[src/rtl/blit_inhibit_pkg.sv]
// Shared definitions for the blitter write-inhibit block:
// B_CMD field positions, pixel size codes and the command bundle.
package blit_inhibit_pkg;

    localparam int unsigned B_ZMODE_LSB = 18;
    localparam int unsigned B_CMPDST    = 25;
    localparam int unsigned B_BCOMPEN   = 26;
    localparam int unsigned B_DCOMPEN   = 27;

    localparam logic [2:0] PIX_8BPP  = 3'd3;
    localparam logic [2:0] PIX_16BPP = 3'd4;
    localparam logic [2:0] PIX_32BPP = 3'd5;

    typedef enum logic [1:0] {
        GRAN_8,
        GRAN_16,
        GRAN_32
    } gran_e;

    typedef struct packed {
        logic       dcompen;
        logic       bcompen;
        logic       cmpdst;
        logic [2:0] zmode;
    } bcmd_t;

    function automatic bcmd_t bcmd_decode(input logic [31:0] din);
        bcmd_t c;
        c.dcompen = din[B_DCOMPEN];
        c.bcompen = din[B_BCOMPEN];
        c.cmpdst  = din[B_CMPDST];
        c.zmode   = din[B_ZMODE_LSB +: 3];
        return c;
    endfunction

endpackage

[src/rtl/blit_lane_cmp.sv]
// 64-bit lane compare at 8/16/32-bit granularity, pure combinational.
// hit_b is per byte: every byte of a lane carries that lane's result.
module blit_lane_cmp
    import blit_inhibit_pkg::*;
(
    input  logic [63:0] a,
    input  logic [63:0] b,
    input  gran_e       gran,
    input  logic        op_lt,
    output logic [7:0]  hit_b
);

    logic [7:0] eq8;
    logic [7:0] lt8;
    logic [3:0] eq16;
    logic [3:0] lt16;
    logic [1:0] eq32;
    logic [1:0] lt32;

    always_comb begin
        for (int i = 0; i < 8; i++) begin
            eq8[i] = a[8*i +: 8] == b[8*i +: 8];
            lt8[i] = a[8*i +: 8] <  b[8*i +: 8];
        end
        for (int i = 0; i < 4; i++) begin
            eq16[i] = a[16*i +: 16] == b[16*i +: 16];
            lt16[i] = a[16*i +: 16] <  b[16*i +: 16];
        end
        for (int i = 0; i < 2; i++) begin
            eq32[i] = a[32*i +: 32] == b[32*i +: 32];
            lt32[i] = a[32*i +: 32] <  b[32*i +: 32];
        end
    end

    always_comb begin
        hit_b = '0;
        unique case (gran)
            GRAN_8: begin
                for (int i = 0; i < 8; i++)
                    hit_b[i] = op_lt ? lt8[i] : eq8[i];
            end
            GRAN_16: begin
                for (int i = 0; i < 8; i++)
                    hit_b[i] = op_lt ? lt16[i/2] : eq16[i/2];
            end
            GRAN_32: begin
                for (int i = 0; i < 8; i++)
                    hit_b[i] = op_lt ? lt32[i/4] : eq32[i/4];
            end
            default: hit_b = '0;
        endcase
    end

endmodule

[src/rtl/blit_inhibit.sv]
// Blitter write-inhibit generator: data/Z/bit compares produce byte
// write enables, a registered nowrite flag and a saturating inhibit count.
module blit_inhibit
    import blit_inhibit_pkg::*;
#(
    parameter int unsigned CNT_W = 16
) (
    input  logic             sys_clk,
    input  logic             xreset_n,
    input  logic             cmd_ld,
    input  logic [31:0]      gpu_din,
    input  logic [2:0]       pixsize,
    input  logic             data_valid,
    input  logic [63:0]      srcd,
    input  logic [63:0]      dstd,
    input  logic [63:0]      patd,
    input  logic [63:0]      srcz,
    input  logic [63:0]      dstz,
    input  logic [7:0]       cbits,
    input  logic [7:0]       emask,
    input  logic             dwrite_1,
    input  logic             stopped,
    output logic [7:0]       dstwe,
    output logic [3:0]       zwe,
    output logic             nowrite,
    output logic [CNT_W-1:0] inhibit_cnt
);

    bcmd_t            cmd_q, cmd_d;
    logic [7:0]       dstwe_q, dstwe_d;
    logic [3:0]       zwe_q, zwe_d;
    logic             nowrite_q, nowrite_d;
    logic [CNT_W-1:0] cnt_q, cnt_d;

    logic        is8, is16, is32, sub_byte;
    gran_e       gran;
    logic [63:0] cmpv;
    logic [7:0]  d_eq_b, z_eq_b, z_lt_b;
    logic [7:0]  cb_b, d_inh_b, b_inh_b, z_inh_b, inh_b;
    logic        upd;
    logic        unused_din;

    assign unused_din = ^{gpu_din[31:28], gpu_din[24:21], gpu_din[17:0]};

    always_comb begin
        is8      = pixsize == PIX_8BPP;
        is16     = pixsize == PIX_16BPP;
        is32     = pixsize == PIX_32BPP;
        sub_byte = ~(is8 | is16 | is32);
        gran     = is16 ? GRAN_16 : (is32 ? GRAN_32 : GRAN_8);
        cmpv     = cmd_q.cmpdst ? dstd : srcd;
    end

    blit_lane_cmp u_dcmp (
        .a     (cmpv),
        .b     (patd),
        .gran  (gran),
        .op_lt (1'b0),
        .hit_b (d_eq_b)
    );

    blit_lane_cmp u_zeq (
        .a     (srcz),
        .b     (dstz),
        .gran  (GRAN_16),
        .op_lt (1'b0),
        .hit_b (z_eq_b)
    );

    blit_lane_cmp u_zlt (
        .a     (srcz),
        .b     (dstz),
        .gran  (GRAN_16),
        .op_lt (1'b1),
        .hit_b (z_lt_b)
    );

    // Inhibits are spread to bytes so every mode shares one enable path.
    always_comb begin
        for (int j = 0; j < 8; j++)
            cb_b[j] = is16 ? cbits[j/2] : (is32 ? cbits[j/4] : cbits[j]);
        d_inh_b = (cmd_q.dcompen & ~sub_byte) ? d_eq_b : 8'h00;
        b_inh_b = {8{cmd_q.bcompen}} & ~cb_b;
        z_inh_b = ({8{cmd_q.zmode[0]}} & z_lt_b)
                | ({8{cmd_q.zmode[1]}} & z_eq_b)
                | ({8{cmd_q.zmode[2]}} & ~z_lt_b & ~z_eq_b);
        if (!is16)
            z_inh_b = 8'h00;
        inh_b = d_inh_b | b_inh_b | z_inh_b;
    end

    always_comb begin
        upd       = data_valid & ~stopped;
        dstwe_d   = dstwe_q;
        zwe_d     = zwe_q;
        nowrite_d = nowrite_q;
        if (upd) begin
            dstwe_d = emask & ~inh_b;
            for (int i = 0; i < 4; i++)
                zwe_d[i] = is16 & ~inh_b[2*i];
            nowrite_d = (|emask) & ~(|(emask & ~inh_b));
        end
    end

    always_comb begin
        cmd_d = cmd_ld ? bcmd_decode(gpu_din) : cmd_q;
        cnt_d = cnt_q;
        if (cmd_ld)
            cnt_d = '0;
        else if (dwrite_1 & nowrite_q & ~stopped & ~(&cnt_q))
            cnt_d = cnt_q + CNT_W'(1);
    end

    always_ff @(posedge sys_clk) begin
        if (!xreset_n) begin
            cmd_q     <= '0;
            dstwe_q   <= '0;
            zwe_q     <= '0;
            nowrite_q <= 1'b0;
            cnt_q     <= '0;
        end else begin
            cmd_q     <= cmd_d;
            dstwe_q   <= dstwe_d;
            zwe_q     <= zwe_d;
            nowrite_q <= nowrite_d;
            cnt_q     <= cnt_d;
        end
    end

    assign dstwe       = dstwe_q;
    assign zwe         = zwe_q;
    assign nowrite     = nowrite_q;
    assign inhibit_cnt = cnt_q;

endmodule

[config.mk]
export PLATFORM = sky130hd
export DESIGN_NAME = blit_inhibit
export DESIGN_NICKNAME = d
export VERILOG_FILES = /design/src/rtl/blit_inhibit_pkg.sv /design/src/rtl/blit_lane_cmp.sv /design/src/rtl/blit_inhibit.sv
export SDC_FILE = /design/constraint.sdc
export NUM_CORES = 1
export LEC_CHECK = 0
export ABC_AREA = 1
export CORE_AREA = 2 2 159 161
export CTS_CLUSTER_SIZE = 28
export DETAILED_ROUTE_END_ITERATION = 8
export DIE_AREA = 0 0 161 163
export DONT_BUFFER_PORTS = 1
export MAX_ROUTING_LAYER = met4
export SYNTH_ARGS = -nofsm -noshare
export SYNTH_HDL_FRONTEND = slang
export SYNTH_SLANG_ARGS = --single-unit
[constraint.sdc]
create_clock -name sys_clk -period 4.45 [get_ports sys_clk]
set_input_delay 0.6675 -clock sys_clk [delete_from_list [all_inputs] [get_ports sys_clk]]
set_output_delay 0.6675 -clock sys_clk [all_outputs]
set_load 0.01 [all_outputs]
[After elaboration in Yosys (flattened, before gate mapping)]
Index checks and enable logic that the tools add are counted.
Storage, ports and cells
  bits of input ports: 377
  output and inout bits: 29
  word-level logic and storage cells: 95
  bits in registers: 35
Operators by class
  add/sub/neg operators: 1
  bitwise logic cells: 34
  eq/ne operators: 23
  muxes and demuxes: 20
  reductions and logical operators: 5
  $lt $le $gt $ge: 4
Operators by type and width (count)
  16-bit equality test: 8
  32-bit equality test: 2
  8-bit equality test: 8
  16-bit less-than comparator: 4
  64-bit 2-to-1 mux: 1
  8-bit AND: 6
  8-bit NOT: 4
  8-bit OR: 4
  8-bit one-hot mux with 3 select lines: 1
  16-bit by 1-bit adder with 16-bit output (second input constant): 1
  8-bit 2-to-1 mux: 2
  16-bit AND reduction: 1
  8-bit OR reduction: 2
  1-bit 2-to-1 mux: 14
  1-bit AND: 10
  1-bit NOT: 8
  3-bit equality test (second input constant): 2
  2-bit 2-to-1 mux: 2
  3-bit by 2-bit equality test with 1-bit output (second input constant): 1
  2-bit by 1-bit equality test with 1-bit output (second input constant): 1
  2-bit equality test (second input constant): 1
  2-bit zero test: 1
  1-bit OR: 2
  2-bit OR reduction: 1

[Logic depth before layout (Yosys ltp)]
Gate-level depths: netlist of run 1.
  depth in word-level cells: 13
  mapped depth: 20
  mapped depth without buffers: 19

[Modules after synthesis]
Synthesis of run 1 repeated with hierarchy kept, for this count alone.
Unflattened totals
  cell total of the unflattened synthesis: 1543
  area, all modules: 9519.1 µm²
By module, submodules not included
  blit_lane_cmp: area an instance 2217.1 µm², cells each 381, instances 3, seq. area each 0.0 µm²
  blit_inhibit: area an instance 2867.8 µm², cells each 400, instances 1, seq. area each 700.7 µm²

[Worst setup path after synthesis of run 1]
No wires, ideal clock.
  kind: input port to flip-flop
  start: input pixsize[2]
  end: register nowrite_q, in the netlist nowrite
  data arrival time: 2123 ps
  buffers on the path: 1
  library setup time: 120 ps
  cell stages on the path: 13
  data required time: 4330 ps
  path slack: 2207 ps
  cells stage by stage: inv_1 > nor2_2 > clkinv_1 > nor2_1 > buf_2 > a21oi_1 > nand2_1 > a21boi_0 > nand3_1 > nand2_1 > inv_1 > nand3_1 > a21oi_1
On the way
  cells in the longest elaborated chain, start to end: 13
  elaborated cells on any way between the ends: 37
  classes of those cells: eq/ne: 5; mux: 19; bitwise: 11; reduce/logical: 2
RTL lines
  start, declared: RTL line blit_inhibit.sv:12  | input logic [2:0] pixsize,
  3-bit equality test: RTL line blit_inhibit.sv:48  | is32 = pixsize == PIX_32BPP;
  2-bit 2-to-1 mux (2 in series): RTL line blit_inhibit.sv:50  | gran = is16 ? GRAN_16 : (is32 ? GRAN_32 : GRAN_8);
  2-bit equality test (tied with other cells): RTL line blit_lane_cmp.sv:37  | unique case (gran)
  8-bit one-hot mux with 3 select lines: RTL line blit_lane_cmp.sv:37
  8-bit 2-to-1 mux: RTL line blit_inhibit.sv:82  | d_inh_b = (cmd_q.dcompen & ~sub_byte) ? d_eq_b : 8'h00;
  8-bit OR: RTL line blit_inhibit.sv:89  | inh_b = d_inh_b | b_inh_b | z_inh_b;
  8-bit OR *: RTL line blit_inhibit.sv:89
  8-bit NOT *: RTL line blit_inhibit.sv:101  | nowrite_d = (|emask) & ~(|(emask & ~inh_b));
  8-bit AND *: RTL line blit_inhibit.sv:101
  8-bit OR reduction *: RTL line blit_inhibit.sv:101
  1-bit NOT *: RTL line blit_inhibit.sv:101
  1-bit AND *: RTL line blit_inhibit.sv:101
  end signal, assigned: RTL line blit_inhibit.sv:125  | nowrite_q <= nowrite_d;
  end, declared: RTL line blit_inhibit.sv:32  | logic nowrite_q, nowrite_d;
Mark *: on every way between the ends. The rest lies on a longest branch, timed or not.
A chain may end at the register's enable or synchronous reset.

[Worst setup path after layout of run 1]
Ends and elaborated chain as after synthesis.

==> results of run 1 <==
==> cells in the final DEF, fill, tap and decap left out, drive strengths merged <==
cell	synthesis	final
a211oi	1	1
bufinv	0	1
nor3b	1	1
nand2	430	430
or2	2	2
nor4	4	4
clkinv	1	2
xnor2	3	3
buf	15	3
a21oi	65	65
o211ai	1	1
a221oi	2	2
nand3	85	85
inv	172	173
xor2	12	12
o21ai	34	34
nand3b	5	5
a31oi	3	3
clkbuf	4	5
o221a	1	1
a21o	6	6
o21a	4	4
ha	65	65
diode	0	2
nor2	77	77
nand4	3	3
o21bai	3	3
nor3	7	7
dfxtp	35	35
a21boi	3	3
==> area by class of cell <==
| type | instances | area (um2) |
|---|---|---|
| tap | 330 | 413 |
| timing repair buffer | 3 | 22.5 |
| inverter | 173 | 649 |
| sequential | 35 | 702 |
| clock inverter | 3 | 47.5 |
| clock buffer | 5 | 125 |
| multi-input combinational | 817 | 4090 |
| antenna | 2 | 5.00 |
| fill | 2855 | 18600 |
==> stage by stage <==
step | hold WS, ns | power (W) | worst slack (ns) | utilization [%]
detailed placement | 0.490 | 0.000741 | 1.08 | 23.8
global placement | 0.489 | 0.000729 | 1.16 | 23.8
global route | 0.523 | 0.00124 | 0.910 | 24.5
finish | 0.504 | 0.00114 | 1.39 | 24.5
floorplan | 0.456 | 0.000660 | 2.21 | -
CTS | 0.510 | 0.00116 | 1.37 | 24.5
==> worst min-delay path, stage by stage, from the launching register on <==
cell and delay (ns):
dfxtp_1 0.32, o21ai_0 0.07, nor2_1 0.08
==> metal layers <==
metal / global-route usage (%) / up-vias / wire, um
li1: - / 3256 / -
met1: 15.7 / 2613 / 7980
met2: 26.6 / 277 / 9650
met3: 2.52 / 40 / 1260
met4: 6.09 / 0 / 822
met5: - / - / 0
==> where the power goes <==
group          total [W]  switching [W]  internal [W]
Combinational   0.000393       0.000242      0.000151
Clock           0.000415       0.000148      0.000267
Sequential      0.000334      0.0000115      0.000323
==> sequential cells by signal, summed over array words and instances, names as in the netlist <==
name / count
cmd_q: 6
dstwe: 8
inhibit_cnt: 16
nowrite: 1
zwe: 4
==> final timing paths <==
check,from,endpoint,slack (ns),depth (start not counted)
hold reg to reg,cmd_q[5],cmd_q[5],0.50,2
hold / removal,cmd_q[5],cmd_q[5],0.50,2
setup reg to reg,cmd_q[3],nowrite,1.59,18
setup / recovery,pixsize[2],nowrite,1.39,14
==> cells by family (layout without fill, tap and decap cells) <==
kind of cell / after synthesis / after routing / synth area share, %
compound gates: 123 / 123 / 12.2
xor+xnor: 15 / 15 / 2.36
fa+ha+maj: 65 / 65 / 14.6
buf+inv: 192 / 184 / 14.1
flops: 35 / 35 / 12.6
other cells: 0 / 2 / 0
simple gates: 614 / 614 / 44.3
==> results.toml, run 1 <==
[cells_and_area]
area_growth_pct = 8.59
finalInstanceArea_um2 = 6060
final_layout_size_suffix_gt1_share_pct = 1.83
nets = 1477
fin_cells = 1368

[routing]
final_antenna_net_count = 0
viasPerCell = 4.52
drt_iter0_drc = 308
wire_per_inst_um = 14.4
vias = 6186
routed_wl_mm = 19.7
dr.pass1.iters = 4
drcViolationCount = 0

[synthesis]
synth_common_cells = "nand2_1 (430), inv_1 (170), nand3_1 (85)"
yosys_warnings = 0
yosysMostFrequentCell = "nand2_1"
synth_top_area_cell = "nand2_1"
synthCells = 1044
synth.top_cell.area_share_pct = 28.9
syn-cell-area_um2 = 5580
synth.area.top_cells = "nand2_1 (29%), ha_1 (15%), dfxtp_1 (13%)"
synth.distinct_cells = 33
avgSynthCellArea_um2 = 5.34
synth-seq-cells = 35
ys_seq_area_share_pct = 12.6
syn-num-nets = 1486
async_flop_share_pct = 0
synth_edf_count = 0
synth-main-ff-cell = "dfxtp_1"

[sta]
setup_viol = 0
fmax_ghz = 0.327
period_minus_slack_ns = 3.06
tightest_slew_ns = 0.986
period_share_pct = 68.7
final_hold_viol_count = 0
fin_skew_ns = 0.0103
fin_setup_tns_ns = 0
relSlewSlack_pct = 34.0
grt_setup_unrepaired = "no"
drv_slew = 0

[die]
core_area_um2 = 24700
die_area_um2 = 26200
row_count = 58
die_h_um = 163
fp.dieW_um = 161
initial_core_util_pct = 22.6
top_level_ports = 406

[grt]
antenna_found_initial = 2
grtUsageTotal_pct = 14.6
grt_pass1_wl_mm = 29.1
grt_pass1_vias = 5764
grt-ovfl-total = 0
grt_max_degree = 66

[setup_path]
slowest_delay_ns = 0.68
critPathKind = "input pin to flop"
worst_path_max_delay_cell = "nor2_1"
crit_buf_inv = 2
crit_arrival_ns = 3.23
required_ns = 4.62
end_kind = "flop"
start_kind = "input pin"
crit_fanout = 17
crit_family = "simple AND/OR/NAND/NOR gates"
cp_cell_sequence = "inv_1, nor2_2, clkinv_1, nor2_1, nand2_1, nand3_1, a21oi_1, or2_2, a21oi_1, nand2_1, nand2_1, nor2_1, nand3_1, a21oi_1"

[pwr]
pwr_density_cell_nw_per_um2 = 189
power_leakage_nw = 3.44
vdd_drop_max_v = 0.000129

[place]
placed_area_um2 = 5880
hpwl_mm = 17.6
place.port_buffers = 0
globalplace.congestion = 0.913
numPlacedInstances = 1358

[clock_network]
clock_sinks = 35
clkTransAtPathRegs_ns = 0.06
clock_latency_ns = 0.29
clock_path_buffers = 2
cts_tree = "built"
cts_root_buf = "clkbuf_16"
post-cts-setup-buffer-count = 0
htreeDepth = 2
cts_buffers = 5
cts.repair.resized = 0
ctsHoldBuffers = 0

[job]
maxCapViolCount = 0

[min_path]
min_path_type = "flop to flop"

[status]
status = "finished, final reports clean"
Power figures use the tool's default switching activity.
==> inputs of run 2 (changes only) <==
- clock period: 4.45 -> 3 ns (I/O delays scaled with it)
==> run 2 against run 1 <==
  * Power up 49%
  * Clock skew shrank 0.0045 ns
  * Global-route usage fell by 0.12 points
  * Setup slack got worse by 0.98 ns
  * Sequential share of layout area fell by 0.090 points
  * Clock-buffer cell count unchanged
==> results.toml, run 2 (same netlist as run 1, synthesis figures left out) <==
[die]
die_area_um2 = 26200
die_h_um = 163
row_count = 58
initial_core_util_pct = 22.6
top_level_ports = 406
core_area_um2 = 24700
fp.dieW_um = 161

[pwr]
total_power_w = 0.00170
power_leakage_nw = 3.47
vdd_drop_max_v = 0.000246
pwr_density_cell_nw_per_um2 = 278

[clock_network]
cts_buffers = 5
clock_path_buffers = 2
htreeDepth = 2
post-cts-setup-buffer-count = 0
clock_sinks = 35
cts_root_buf = "clkbuf_16"
cts_tree = "built"
clkTransAtPathRegs_ns = 0.06
clock_latency_ns = 0.28

[place]
place.port_buffers = 0
hpwl_mm = 17.6
placed_area_um2 = 5930
globalplace.congestion = 0.916

[setup_path]
critPathKind = "flop to flop"
r2r_cells = 18
crit_arrival_ns = 2.81
crit_fanout = 29
required_ns = 3.22
end_kind = "flop"
start_kind = "flop"

[routing]
drt_iter0_drc = 360
final_antenna_net_count = 0
wire_per_inst_um = 14.4
viasPerCell = 4.58
drcViolationCount = 0
dr.pass1.iters = 5
vias = 6286
routed_wl_mm = 19.7

[status]
status = "finished, final reports clean"

[sta]
period_minus_slack_ns = 2.59
setup_viol = 0
final_hold_viol_count = 0
drv_slew = 0
period_share_pct = 86.3
fin_skew_ns = 0.00575
fmax_ghz = 0.386
relSlewSlack_pct = 61.0
tightest_slew_ns = 0.583
grt_setup_unrepaired = "no"
fin_setup_tns_ns = 0

[cells_and_area]
final_layout_size_suffix_gt1_share_pct = 2.31
final_common_cell = "nand2_1"
diodes = 0
nets = 1482
mostFrequentLayoutCells = "nand2_1 (430), inv_1 (170), nand3_1 (85), nor2_1 (75)"
area_growth_pct = 9.44
largest_reg_flops = 16
finalInstanceArea_um2 = 6100

[min_path]
hold_depth = 2
min_path_type = "input pin to flop"

[grt]
grt_max_degree = 66
antenna_found_initial = 1
grt_pass1_vias = 5697
grt-ovfl-total = 0
grtUsageTotal_pct = 14.5
grt_pass1_wl_mm = 29.0

[job]
maxCapViolCount = 0
==> run 2: cell count changes in the layout (fill, tap and decap cells not counted), sizes merged <==
cell	before	now
diode	2	0
buf	3	8
==> run 2: cell type report <==
| class | count | area (um2) |
|---|---|---|
| Inverter | 173 | 652 |
| Tap cell | 330 | 413 |
| Sequential cell | 35 | 702 |
| Multi-Input combinational cell | 817 | 4090 |
| Clock buffer | 5 | 125 |
| Fill cell | 2858 | 18600 |
| Clock inverter | 3 | 47.5 |
| Timing Repair Buffer | 8 | 72.6 |
==> run 2: critical path: stages (launching register included) <==
cell and delay (ns):
dfxtp_2 0.35, inv_4 0.23, buf_4 0.29, nand2_1 0.13, nand3_1 0.09, nand2_1 0.06
nor2_1 0.10, nand2_1 0.06, nor2_1 0.29, nand2_1 0.09, nor2_1 0.12, nand2_1 0.07
nand2_1 0.06, nand2_1 0.05, nand2_1 0.10, nand2_1 0.06, nor2_1 0.11, nand3_1 0.10
a21oi_1 0.12
==> run 2: what timing repair did <==
action,CTS,global route
resized for setup,0,2
endpoints found under the setup margin,0,1
hold buffers,0,0
==> run 2: worst paths after layout <==
kind / startpoint / to / slack, ns
worst max-delay path: cmd_q[3] / nowrite / 0.41
worst min register to register: cmd_q[5] / cmd_q[5] / 0.49
worst min-delay path: xreset_n / dstwe[0] / 0.30
worst max register to register: cmd_q[3] / nowrite / 0.41
==> run 2: power breakdown <==
group	leakage, nW	switching, W	internal (W)
logic	3.10	0.000356	0.000231
clock network	0.0844	0.000220	0.000396
registers	0.285	0.0000176	0.000479
total	3.47	0.000594	0.00111
==> run 2: per-layer routing <==
layer | routed length [um] | up-vias | track usage [%]
met5 | 0 | - | -
met2 | 10100 | 308 | 27.8
met4 | 436 | 0 | 3.53
li1 | - | 3263 | -
met1 | 7740 | 2691 | 15.3
met3 | 1460 | 24 | 2.60
==> run 2: stage by stage <==
step,cells,utilization [%],setup slack [ns],hold slack [ns]
after floorplan,1044,-,0.974,0.456
after global placement,1363,24.0,0.283,0.479
after detailed placement,1363,24.0,0.251,0.491
after CTS,1371,24.7,0.231,0.295
after global routing,1371,24.7,0.104,0.315
final,1371,24.7,0.411,0.304
==> inputs of run 3 (changes only) <==
- CTS_CLUSTER_DIAMETER: default -> 120
==> results of run 3 <==
No change in the layout: final DEF, timing and power equal those of run 2.
